`config.mk`:
```
export PLATFORM = sky130hd
export DESIGN_NAME = nibble_add_seq_flat
export DESIGN_NICKNAME = d
export VERILOG_FILES = /design/src/rtl/nibble_add_seq_if.sv /design/src/rtl/nibble_add_seq.sv /design/src/flat_wrapper.sv
export SDC_FILE = /design/constraint.sdc
export NUM_CORES = 1
export LEC_CHECK = 0
export CORE_MARGIN = 2
export CORE_UTILIZATION = 52
export CTS_CLUSTER_SIZE = 28
export DETAILED_ROUTE_END_ITERATION = 6
export PLACE_DENSITY = 0.85
export SKIP_LAST_GASP = 1
export SLEW_MARGIN = 20
export SYNTH_ARGS = -nofsm -noshare
export SYNTH_HDL_FRONTEND = slang
export SYNTH_SLANG_ARGS = --single-unit
export TNS_END_PERCENT = 20
```
`constraint.sdc`:
```
create_clock -name clk -period 4.9 [get_ports clk]
set_input_delay 0.98 -clock clk [delete_from_list [all_inputs] [get_ports clk]]
set_output_delay 0.98 -clock clk [all_outputs]
set_load 0.01 [all_outputs]
```
`src/rtl/nibble_add_seq_if.sv`:
```
// Operand/result handshake bundle plus the link to the external 4-bit adder slice.
interface nibble_add_seq_if #(
  parameter int NIBBLES = 4
) ();
  localparam int W = 4 * NIBBLES;

  logic         in_valid;
  logic         in_ready;
  logic [W-1:0] op_a;
  logic [W-1:0] op_b;
  logic         op_cin;
  logic         op_sub;
  logic [3:0]   add_a;
  logic [3:0]   add_b;
  logic         add_ci;
  logic [3:0]   add_s;
  logic         add_co;
  logic         out_valid;
  logic         out_ready;
  logic [W-1:0] res;
  logic         res_cout;
  logic         res_ovf;
  logic         busy;

  modport master (
    output in_valid, op_a, op_b, op_cin, op_sub, out_ready, add_s, add_co,
    input  in_ready, add_a, add_b, add_ci, out_valid, res, res_cout, res_ovf, busy
  );

  modport slave (
    input  in_valid, op_a, op_b, op_cin, op_sub, out_ready, add_s, add_co,
    output in_ready, add_a, add_b, add_ci, out_valid, res, res_cout, res_ovf, busy
  );
endinterface

```
`src/rtl/nibble_add_seq.sv`:
```
// Sequential W-bit add/subtract that reuses one external 4-bit adder slice,
// walking the operands LSB nibble first and rippling the carry through a register.
module nibble_add_seq #(
  parameter int NIBBLES = 4
) (
  input  logic            clk,
  input  logic            rst_n,
  nibble_add_seq_if.slave bus
);
  localparam int W  = 4 * NIBBLES;
  localparam int IW = (NIBBLES > 1) ? $clog2(NIBBLES) : 1;
  localparam logic [IW-1:0] LAST_IDX = IW'(NIBBLES - 1);

  localparam logic [1:0] S_IDLE = 2'd0;
  localparam logic [1:0] S_RUN  = 2'd1;
  localparam logic [1:0] S_DONE = 2'd2;

  logic [1:0]    state_q, state_d;
  logic [IW-1:0] idx_q, idx_d;
  logic          carry_q, carry_d;
  logic [W-1:0]  a_q, a_d;
  logic [W-1:0]  b_q, b_d;
  logic [W-1:0]  res_q, res_d;
  logic          cout_q, cout_d;
  logic          ovf_q, ovf_d;

  logic [W-1:0]  a_sh_s;
  logic [W-1:0]  b_sh_s;
  logic [3:0]    add_a_s;
  logic [3:0]    add_b_s;
  logic          add_ci_s;

  assign a_sh_s = a_q >> {idx_q, 2'b00};
  assign b_sh_s = b_q >> {idx_q, 2'b00};

  // Next-state and datapath update; B is stored already inverted for subtract.
  always_comb begin
    state_d = state_q;
    idx_d   = idx_q;
    carry_d = carry_q;
    a_d     = a_q;
    b_d     = b_q;
    res_d   = res_q;
    cout_d  = cout_q;
    ovf_d   = ovf_q;
    case (state_q)
      S_IDLE: begin
        if (bus.in_valid) begin
          a_d     = bus.op_a;
          b_d     = bus.op_sub ? ~bus.op_b : bus.op_b;
          carry_d = bus.op_sub ? 1'b1 : bus.op_cin;
          idx_d   = '0;
          state_d = S_RUN;
        end else begin
          state_d = S_IDLE;
        end
      end
      S_RUN: begin
        res_d[{idx_q, 2'b00} +: 4] = bus.add_s;
        carry_d = bus.add_co;
        idx_d   = idx_q + IW'(1);
        if (idx_q == LAST_IDX) begin
          state_d = S_DONE;
          cout_d  = bus.add_co;
          ovf_d   = (a_q[W-1] == b_q[W-1]) && (bus.add_s[3] != a_q[W-1]);
        end else begin
          state_d = S_RUN;
        end
      end
      S_DONE: begin
        if (bus.out_ready) begin
          state_d = S_IDLE;
        end else begin
          state_d = S_DONE;
        end
      end
      default: begin
        state_d = S_IDLE;
      end
    endcase
  end

  // Adder slice is only fed while stepping through nibbles.
  always_comb begin
    if (state_q == S_RUN) begin
      add_a_s  = a_sh_s[3:0];
      add_b_s  = b_sh_s[3:0];
      add_ci_s = carry_q;
    end else begin
      add_a_s  = 4'h0;
      add_b_s  = 4'h0;
      add_ci_s = 1'b0;
    end
  end

  // State and datapath registers.
  always_ff @(posedge clk or negedge rst_n) begin
    if (!rst_n) begin
      state_q <= S_IDLE;
      idx_q   <= '0;
      carry_q <= 1'b0;
      a_q     <= '0;
      b_q     <= '0;
      res_q   <= '0;
      cout_q  <= 1'b0;
      ovf_q   <= 1'b0;
    end else begin
      state_q <= state_d;
      idx_q   <= idx_d;
      carry_q <= carry_d;
      a_q     <= a_d;
      b_q     <= b_d;
      res_q   <= res_d;
      cout_q  <= cout_d;
      ovf_q   <= ovf_d;
    end
  end

  assign bus.add_a     = add_a_s;
  assign bus.add_b     = add_b_s;
  assign bus.add_ci    = add_ci_s;
  assign bus.in_ready  = (state_q == S_IDLE);
  assign bus.out_valid = (state_q == S_DONE);
  assign bus.busy      = (state_q != S_IDLE);
  assign bus.res       = res_q;
  assign bus.res_cout  = cout_q;
  assign bus.res_ovf   = ovf_q;
endmodule

```
`src/flat_wrapper.sv`:
```
// flat-port wrapper written by rule: the top's interface ports become plain ports
module nibble_add_seq_flat 
#(
  parameter int NIBBLES = 4
)
  (clk, rst_n, bus_in_valid, bus_op_a, bus_op_b, bus_op_cin, bus_op_sub, bus_out_ready, bus_add_s, bus_add_co, bus_in_ready, bus_add_a, bus_add_b, bus_add_ci, bus_out_valid, bus_res, bus_res_cout, bus_res_ovf, bus_busy);
  nibble_add_seq_if #(.NIBBLES(NIBBLES)) bus_i ();
  input  logic clk;
  input  logic rst_n;
  input wire logic [$bits(bus_i.in_valid)-1:0] bus_in_valid;
  input wire logic [$bits(bus_i.op_a)-1:0] bus_op_a;
  input wire logic [$bits(bus_i.op_b)-1:0] bus_op_b;
  input wire logic [$bits(bus_i.op_cin)-1:0] bus_op_cin;
  input wire logic [$bits(bus_i.op_sub)-1:0] bus_op_sub;
  input wire logic [$bits(bus_i.out_ready)-1:0] bus_out_ready;
  input wire logic [$bits(bus_i.add_s)-1:0] bus_add_s;
  input wire logic [$bits(bus_i.add_co)-1:0] bus_add_co;
  output wire logic [$bits(bus_i.in_ready)-1:0] bus_in_ready;
  output wire logic [$bits(bus_i.add_a)-1:0] bus_add_a;
  output wire logic [$bits(bus_i.add_b)-1:0] bus_add_b;
  output wire logic [$bits(bus_i.add_ci)-1:0] bus_add_ci;
  output wire logic [$bits(bus_i.out_valid)-1:0] bus_out_valid;
  output wire logic [$bits(bus_i.res)-1:0] bus_res;
  output wire logic [$bits(bus_i.res_cout)-1:0] bus_res_cout;
  output wire logic [$bits(bus_i.res_ovf)-1:0] bus_res_ovf;
  output wire logic [$bits(bus_i.busy)-1:0] bus_busy;
  assign bus_i.in_valid = bus_in_valid;
  assign bus_i.op_a = bus_op_a;
  assign bus_i.op_b = bus_op_b;
  assign bus_i.op_cin = bus_op_cin;
  assign bus_i.op_sub = bus_op_sub;
  assign bus_i.out_ready = bus_out_ready;
  assign bus_i.add_s = bus_add_s;
  assign bus_i.add_co = bus_add_co;
  assign bus_in_ready = bus_i.in_ready;
  assign bus_add_a = bus_i.add_a;
  assign bus_add_b = bus_i.add_b;
  assign bus_add_ci = bus_i.add_ci;
  assign bus_out_valid = bus_i.out_valid;
  assign bus_res = bus_i.res;
  assign bus_res_cout = bus_i.res_cout;
  assign bus_res_ovf = bus_i.res_ovf;
  assign bus_busy = bus_i.busy;
  nibble_add_seq #(.NIBBLES(NIBBLES)) u_core (.clk(clk), .rst_n(rst_n), .bus(bus_i));
endmodule
```
==> metrics.md, run 1 <==
| Metric | Value |
|---|---|
| Status | complete, no violations |
| Register Area | 1380 um^2 |
| Avg WL per Cell | 13.8 um |
| Mapped Cells | 242 |
| Clock Sinks | 55 |
| CTS tree | done |
| Synth top area share | 0.505 |
| Critical path required time | 3.92 ns |
| Final Hold Vio Count | 0 |
| Synth warnings | 0 |
| Pre-antenna DRT Iters | 4 |
| Total Routing Usage GR | 0.192 |
| Sequential share of the synthesized area | 0.505 |
| Top-Level Pins | 73 |
| Post-synthesis register bit count | 55 |
| PortBufs | 72 |
| Critical Path Slowest Stage Cell | dfrtp_1 |
| Core Rows | 26 |
| Layout area overhead | 30.0% |
| DP Wirelength | 3740 um |
| Area of the multi-input gates | 1200 um^2 |
| Core Util, Final | 0.698 |
| Wire length on met2 | 2540 um |
| Uppermost layer routed | met4 |
| Starting Density | 0.537 |
| Reg-to-reg critical path startpoint | u_core.idx_q[0] |
| Critical Path Start | u_core.idx_q[0] |
| HP Class | reg -> reg |
| Tmin final | 3.44 ns |
| Layout Nets | 355 |
| Core Region | 5070 um^2 |
| Async SR Flop Fraction | 1.00 |
| Setup Viol. Count Final | 0 |
| Worst setup path class | reg -> out |
| Fin crit share | 0.703 |
| CTS buffer count | 5 |
| Iter 0 DRT Violations | 101 |
| Post-synthesis cell area | 2720 um^2 |
| Area leader, netlist | dfrtp_1 |
| Grt ovf | 0 |
| Root buffer cell | clkbuf_8 |
| DIE WIDTH | 76.4 um |
| Worst-path maximum fanout | 16 |
| Residual DRC | 0 |
| Pwr per Cell Area | 621 nW/um^2 |
| Yosys cell types | 33 |
| Largest net degree at the start of global routing | 56 |
| Clk buf depth | 2 |
| Fillers | 409 |
| Rel. slew slack | 0.396 |
| Leak pwr | 0.00156 uW |
| Peak supply drop | 0.289 mV |
| Initial antenna violation count | 0 |
| Crit start category | flip-flop |
| Mean Syn Cell Area | 11.3 um^2 |
| Routed length on met1 | 2240 um |
| Post_cts resized | 0 |
| Max incr delay on CP | 0.91 ns |
| Global-route wire length before repair | 8960 um |
| Routed wire length | 5220 um |
| Skew final | 0.00765 ns |
| Antenna-violating nets left | 0 |
| Primary FF master, synth | dfrtp_1 |
| Hold Startpoint | u_core.b_q[1] |
| Largest cells by area after synthesis | dfrtp_1, nand2_1, mux4_2 |
| Hold_buf cts | 0 |
| Worst skew pair latency | 0.31 ns |
| Share of cells above drive strength 1 | 0.120 |
| Die H | 76.4 um |
| GPL Wtd Cong | 0.768 |
| Vias | 1947 |
| DR vias/cell | 5.15 |
| Top-count cell post-synth | nand2_1 |
| RSZ-0062 raised after global routing | false |
| Max-slew violations | 0 |
| Setup Buffers After CTS | 0 |
| MaxCap Viol Count | 0 |
| Clk slew on worst S/H paths | 0.09 ns |
| EDFF count, synth | 0 |
| Vias in the first global route | 1882 |
| Setup TNS | 0 ns |
| Htree depth | 2 |
| Worst-Margin Slew | 0.903 ns |
| CP endpoint kind | output pin |
| Crit path DAT | 2.46 ns |
| Diode count | 0 |
| Mapped Nets | 290 |
| Die area | 5830 um^2 |
| Commonest cells in the synthesized netlist | nand2_1, dfrtp_1, xnor2_1, a22o_1, o21ai_2 |
| Crit-path cells | mux4_2 > and2_1 > clkdlybuf4s50_1 |
| Fmax | 290 MHz |
| Metal3 WL | 355 um |
## flip-flops by register name, summed over array words and instances (netlist names)
signal / count
u_core.bus.res: 16
u_core.idx_q: 2
u_core.bus.res_ovf: 1
u_core.carry_q: 1
u_core.b_q: 16
u_core.state_q: 2
u_core.bus.res_cout: 1
u_core.a_q: 16
## cell type report
type | count | area share
Inverter | 5 | 0.00530
Clock inverter | 3 | 0.0191
Timing Repair Buffer | 73 | 0.204
Tap cell | 70 | 0.0247
Clock buffer | 5 | 0.0194
Sequential cell | 55 | 0.389
Multi-Input combinational cell | 167 | 0.339
## path summary, 6_finish.rpt
check / end / slack (ns) / cells after the start
max in group asynchronous: u_core.b_q[5] / 3.68 / 2
hold / removal: u_core.b_q[1] / 0.48 / 2
hold reg to reg: u_core.b_q[1] / 0.48 / 2
setup / recovery: bus_add_a[3] / 1.46 / 3
setup reg to reg: u_core.bus.res[7] / 2.50 / 5
min in group asynchronous: u_core.state_q[1] / 0.77 / 2
## cell families (layout without fill, tap and decap cells)
family	count (synthesis)	after routing	synth area share
buffers and inverters	20	86	0.0579
AND/OR/NAND/NOR	97	97	0.177
AO/OA/AOI/OAI	40	40	0.115
adder cells (fa/ha/maj)	5	5	0.0230
multiplexers	9	9	0.0703
XOR/XNOR	16	16	0.0514
flip-flops	55	55	0.505
## cells in the final DEF (no fill, tap or decap)
| cell | Yosys | routed |
|---|---|---|
| bufinv_16 | 0 | 2 |
| o31ai_1 | 2 | 2 |
| and3b_1 | 1 | 1 |
| inv_1 | 5 | 5 |
| clkbuf_8 | 0 | 5 |
| nand2_1 | 69 | 69 |
| mux2_2 | 1 | 1 |
| buf_2 | 2 | 1 |
| xnor2_1 | 16 | 16 |
| ha_1 | 5 | 5 |
| nor4_2 | 1 | 1 |
| o21ai_1 | 4 | 4 |
| mux4_2 | 8 | 8 |
| clkinvlp_4 | 0 | 1 |
| nand2b_1 | 3 | 3 |
| a22o_1 | 14 | 14 |
| o21ai_2 | 13 | 13 |
| clkdlybuf4s50_1 | 0 | 71 |
| o41ai_1 | 1 | 1 |
| o311ai_0 | 1 | 1 |
| nand3b_1 | 5 | 5 |
| nor4_4 | 1 | 1 |
| and2b_1 | 1 | 1 |
| nor2_1 | 3 | 3 |
| nor4b_4 | 1 | 1 |
| nand3_1 | 1 | 1 |
| nor3_1 | 1 | 1 |
| dfrtp_1 | 55 | 55 |
| nor3b_4 | 0 | 1 |
| buf_4 | 3 | 1 |
| and2_1 | 8 | 8 |
| or3b_4 | 0 | 1 |
| a21oi_1 | 1 | 1 |
| o21ai_0 | 4 | 4 |
## power by group
part | internal [uW] | switching, uW | total (uW) | leakage, uW
clock | 204 | 144 | 348 | 0.0000644
sequential | 665 | 177 | 842 | 0.000702
combinational | 557 | 450 | 1010 | 0.000790
## through the flow
step	std cells	hold slack [ns]	setup WS (ns)	instance area (um^2)	total power, uW
5_1_grt	378	0.502	1.30	3540	2350
6_report	378	0.482	1.46	3540	2200
2_1_floorplan	242	0.440	2.59	2720	1500
4_1_cts	378	0.486	1.41	3530	2210
3_3_place_gp	370	0.455	1.78	3400	1820
3_5_place_dp	370	0.461	1.77	3400	1860
## per-layer routing
layer  global-route usage  up-vias
li1                     -      947
met1                0.252      932
met2                0.304       59
met3               0.0604        9
met4               0.0655        0
met5                    0        -
## worst max-delay path, delay by kind of cell (launching register included)
family	cells	cell delay, ns
AND/OR/NAND/NOR	1	0.18
multiplexers	1	0.60
flip-flops	1	0.91
buffers and inverters	1	0.47
No activity file was read; power rests on OpenSTA's default activity.
==> run 2: changes to the inputs <==
CORE_UTILIZATION = 48   (was 52)
PLACE_DENSITY = 0.79   (was 0.85)
clock period = 3.6 ns   (was 4.9 ns; I/O delays follow)
==> run 2 against run 1 <==
- die area is 7.9% higher
- core utilization is 5.9 points lower
- worst setup slack lost 0.96 ns
- combinational power grew 40%
- sequential cell count unchanged
- sequential share of layout area up 0.28 points
- first-iteration DRC count increased by 16%
- clock-buffer cell count is 3 higher
- wire length increased by 1.5%
==> metrics.md, run 2 (synthesis results as in run 1) <==
| Metric | Value |
|---|---|
| Critical path required time | 2.88 ns |
| Diode count | 0 |
| CP endpoint kind | output pin |
| Internal power | 1850 uW |
| Routed wire length | 5300 um |
| R2R Setup Slk | 1.54 ns |
| Antenna-violating nets left | 0 |
| Die area | 6290 um^2 |
| Largest net degree at the start of global routing | 51 |
| MaxCap Viol Count | 0 |
| Final Cell Area | 3520 um^2 |
| GPL Wtd Cong | 0.722 |
| Initial antenna violation count | 0 |
| Setup Buffers After CTS | 0 |
| Die H | 79.3 um |
| PortBufs | 72 |
| Iter 0 DRT Violations | 117 |
| Starting Density | 0.495 |
| Vias in the first global route | 1886 |
| Setup TNS | 0 ns |
| Grt ovf | 0 |
| Hold_buf cts | 0 |
| Residual DRC | 0 |
| Critical Path Slowest Stage Cell | dfrtp_1 |
| Max-slew violations | 0 |
| Crit-path cells | buf_4 > mux4_2 > and2_1 > clkdlybuf4s50_1 |
| Share of cells above drive strength 1 | 0.123 |
| Max incr delay on CP | 0.63 ns |
| Core Region | 5510 um^2 |
| Final Hold Vio Count | 0 |
| Tmin final | 3.11 ns |
| Core Rows | 27 |
| CTS tree | done |
| Global-route wire length before repair | 8890 um |
| RSZ-0062 raised after global routing | false |
| Fin crit share | 0.863 |
| HP Class | in -> async |
| Peak supply drop | 0.350 mV |
| Fmax | 322 MHz |
| Dpl cell area | 3410 um^2 |
| Pre-antenna DRT Iters | 4 |
| Htree depth | 2 |
| Reg power frac | 0.387 |
| Setup Viol. Count Final | 0 |
| DIE WIDTH | 79.3 um |
| Vias | 1961 |
| Commonest cells after routing, fill and taps aside | clkdlybuf4s50_1, nand2_1, dfrtp_1, xnor2_1, a22o_1 |
| Psw | 1040 uW |
| Layout area overhead | 29.1% |
| Worst-path maximum fanout | 9 |
| Most common cell after layout, fill and taps aside | clkdlybuf4s50_1 |
| DR vias/cell | 5.13 |
| Post_cts resized | 0 |
| Status | complete, no violations |
| Clock Sinks | 55 |
| Top-Level Pins | 73 |
| Crit path DAT | 2.39 ns |
| Rel. slew slack | 0.410 |
| Hold slack final | 0.410 ns |
| Total Routing Usage GR | 0.180 |
| Pwr per Cell Area | 821 nW/um^2 |
| Clk buf depth | 2 |
| Switching share of power | 0.359 |
| Comb pwr share | 0.487 |
| Worst skew pair latency | 0.30 ns |
| Worst setup path class | reg -> out |
| Crit start category | flip-flop |
| Layout Nets | 357 |
| Root buffer cell | clkbuf_8 |
| Leak pwr | 0.00155 uW |
| Skew final | 0.00419 ns |
| DP Wirelength | 3940 um |
| Clock Power Share | 0.125 |
| Avg WL per Cell | 13.9 um |
| CTS buffer count | 5 |
| Worst-Margin Slew | 0.883 ns |
| Clk slew on worst S/H paths | 0.09 ns |
[run 2: changes by cell type in the layout (fill, tap and decap cells not counted), sizes merged]
| cell | change |
|---|---|
| bufinv | -2 |
| buf | +2 |
| clkbuf | +3 |
| clkinvlp | -1 |
[run 2: power groups by stage]
stage | sequential, uW | combinational (uW) | clock, uW
after floorplan | 1080 | 959 | 0
after global placement | 1120 | 1380 | 0
after detailed placement | 1130 | 1420 | 0
after CTS | 1120 | 1420 | 371
after global routing | 1160 | 1540 | 394
final | 1120 | 1410 | 362
[run 2: worst paths after layout]
| kind | startpoint | to | cells after the start |
|---|---|---|---|
| setup / recovery | u_core.idx_q[0] | bus_add_b[2] | 4 |
| hold / removal | rst_n | u_core.bus.res[7] | 1 |
| setup reg to reg | u_core.idx_q[0] | u_core.bus.res[6] | 5 |
| hold reg to reg | u_core.a_q[11] | u_core.a_q[11] | 2 |
| max in group asynchronous | rst_n | u_core.a_q[8] | 2 |
| min in group clk | u_core.a_q[11] | u_core.a_q[11] | 2 |
[run 2: per-layer routing]
layer  global-route usage  part of all wire  vias up
li1                     -                 -      953
met1                0.250              0.45      948
met2                0.296              0.50       55
met3               0.0330             0.045        5
met4               0.0414            0.0087        0
met5                    0                 0        -
[run 2: layout make-up]
class / instances / area [um^2]
Fill cell: 440 / 1990
Sequential cell: 55 / 1380
Multi-Input combinational cell: 167 / 1190
Timing Repair Buffer: 75 / 738
Clock buffer: 8 / 100
Tap cell: 72 / 90.1
Inverter: 5 / 18.8
[run 2: critical path: cells and delay by family, from the launching register on]
kind | cells | cell delay (ns)
AND/OR/NAND/NOR | 1 | 0.18
flip-flops | 1 | 0.63
multiplexers | 1 | 0.50
buffers and inverters | 2 | 0.78
[run 2: metrics by stage]
stage / utilization / setup slack, ns / power (uW) / cells
final: 0.638 / 0.494 / 2890 / 382
after floorplan: - / 1.55 / 2040 / 242
after CTS: 0.638 / 0.472 / 2910 / 382
after global placement: 0.620 / 0.823 / 2500 / 374
after detailed placement: 0.620 / 0.817 / 2550 / 374
after global routing: 0.638 / 0.388 / 3100 / 382
==> run 3: changes to the inputs <==
CORE_ASPECT_RATIO = 1.1   (was default)
RECOVER_POWER = 100   (was default)
==> run 3 against run 2 <==
- the flow now finishes with violations (max-capacitance violations, max-slew violations)
- largest power group unchanged
- largest cell class unchanged
- wire length up 0.62%
- total power down 7.4%
- register-to-register slack worse by 0.60 ns
- design area down 3.1%
- first-iteration DRC count down 11%
- fmax down 1.6%
==> metrics.md, run 3 (synthesis results as in run 1) <==
| Metric | Value |
|---|---|
| Layout area overhead | 25.1% |
| Crit path DAT | 2.44 ns |
| Most common cell after layout, fill and taps aside | nand2_1 |
| Area of the multi-input gates | 1100 um^2 |
| Setup Buffers After CTS | 0 |
| Met1 Track Usage GR | 0.241 |
| Worst skew pair latency | 0.31 ns |
| Grt ovf | 0 |
| Worst-Margin Slew | 2.47 ns |
| Reg power frac | 0.421 |
| Setup TNS | 0 ns |
| Failing checks | max-capacitance violations, max-slew violations |
| Die area | 6290 um^2 |
| Comb pwr share | 0.455 |
| CTS tree | done |
| Pre-antenna DRT Iters | 4 |
| Worst setup path class | reg -> out |
| Avg WL per Cell | 13.9 um |
| Share of cells above drive strength 1 | 0.0581 |
| Iter 0 DRT Violations | 104 |
| Crit start category | flip-flop |
| PortBufs | 72 |
| Diode count | 0 |
| Fmax | 317 MHz |
| Leak pwr | 0.00158 uW |
| Pwr Total | 2670 uW |
| HP Class | reg -> reg |
| Peak supply drop | 0.346 mV |
| Rel. slew slack | -0.647 |
| CTS buffer count | 5 |
| Clock Sinks | 55 |
| Fillers | 486 |
| Largest net degree at the start of global routing | 51 |
| Clk slew on worst S/H paths | 0.09 ns |
| Internal power | 1700 uW |
| Psw | 976 uW |
| GPL Wtd Cong | 0.793 |
| GRT met3 Usage | 0.0485 |
| DR vias/cell | 5.12 |
| RSZ-0062 raised after global routing | false |
| Die H | 83.0 um |
| Global-route wire length before repair | 9000 um |
| Register Area | 1380 um^2 |
| Pwr per Cell Area | 785 nW/um^2 |
| Critical Path Slowest Stage Cell | dfrtp_1 |
| Routed wire length | 5330 um |
| Starting Density | 0.502 |
| Busiest layer in global routing | met2 |
| Top delay family on crit path | flip-flops |
| Root buffer cell | clkbuf_8 |
| Core Region | 5430 um^2 |
| Final Hold Vio Count | 0 |
| Top-Level Pins | 73 |
| Clock Power Share | 0.124 |
| Crit path buf inv count | 1 |
| Worst-path maximum fanout | 12 |
| Clk buf depth | 2 |
| Max-slew violations | 50 |
| DIE WIDTH | 75.8 um |
| Initial antenna violation count | 0 |
| Antenna-violating nets left | 0 |
| Htree depth | 2 |
| Vias in the first global route | 1948 |
| Fin crit share | 0.877 |
| Status | finished with violations |
| MaxCap Viol Count | 1 |
| Setup Viol. Count Final | 0 |
| CP endpoint kind | output pin |
| Residual DRC | 0 |
| Hold_buf cts | 0 |
| Critical path required time | 2.88 ns |
| DP Wirelength | 3880 um |
| Crit-path cells | mux4_2 > and2_1 > dlygate4sd3_1 |
| Vias | 1971 |
| Skew final | 0.00224 ns |
| Total Routing Usage GR | 0.188 |
| Tmin final | 3.16 ns |
| Commonest cells after routing, fill and taps aside | nand2_1, dfrtp_1, clkdlybuf4s50_1, dlygate4sd3_1, o21ai_0 |
| Met2 GRT Util | 0.300 |
| Core Rows | 28 |
| Max incr delay on CP | 0.77 ns |
| Switching share of power | 0.365 |
| Layout Nets | 357 |
| Post_cts resized | 0 |
run 3: layer usage:
metal	share of wire	up-vias
met5	0	-
met4	0.029	0
met3	0.055	18
met2	0.48	66
met1	0.43	933
li1	-	954
run 3: per-stage QoR:
step	util	std cells	hold WS (ns)	area (um^2)	setup slack (ns)
CTS	0.645	385	0.482	3500	0.523
floorplan	-	242	0.424	2720	1.55
global route	0.628	385	0.502	3410	0.297
global placement	0.629	377	0.453	3420	0.893
finish	0.628	385	0.476	3410	0.444
detailed placement	0.629	377	0.458	3420	0.870
run 3: final cells by class:
class,count,area share
multi-input combinational,167,0.324
clock buffer,6,0.0213
tap,75,0.0275
clock inverter,2,0.00367
inverter,5,0.00551
timing repair buffer,75,0.214
sequential,55,0.404
run 3: final timing paths:
kind | start | to | slack, ns | depth (start not counted)
hold / removal | u_core.a_q[11] | u_core.a_q[11] | 0.48 | 2
max in group asynchronous | rst_n | u_core.a_q[1] | 1.04 | 1
min in group asynchronous | rst_n | u_core.bus.res[14] | 1.16 | 1
setup reg to reg | u_core.idx_q[0] | u_core.bus.res[1] | 0.94 | 5
setup / recovery | u_core.idx_q[0] | bus_add_b[1] | 0.44 | 3
hold reg to reg | u_core.a_q[11] | u_core.a_q[11] | 0.48 | 2
run 3: tightest hold or removal path, cell delays in order (launching register included):
cell and delay [ns]:
dfrtp_1 0.35, nand2_1 0.05, nand2_1 0.05
run 3: power groups by stage:
stage	combinational, uW	clock [uW]	sequential, uW
2_1_floorplan	959	0	1080
3_3_place_gp	1370	0	1130
3_5_place_dp	1410	0	1140
4_1_cts	1410	340	1130
5_1_grt	1370	366	1170
6_report	1220	332	1130
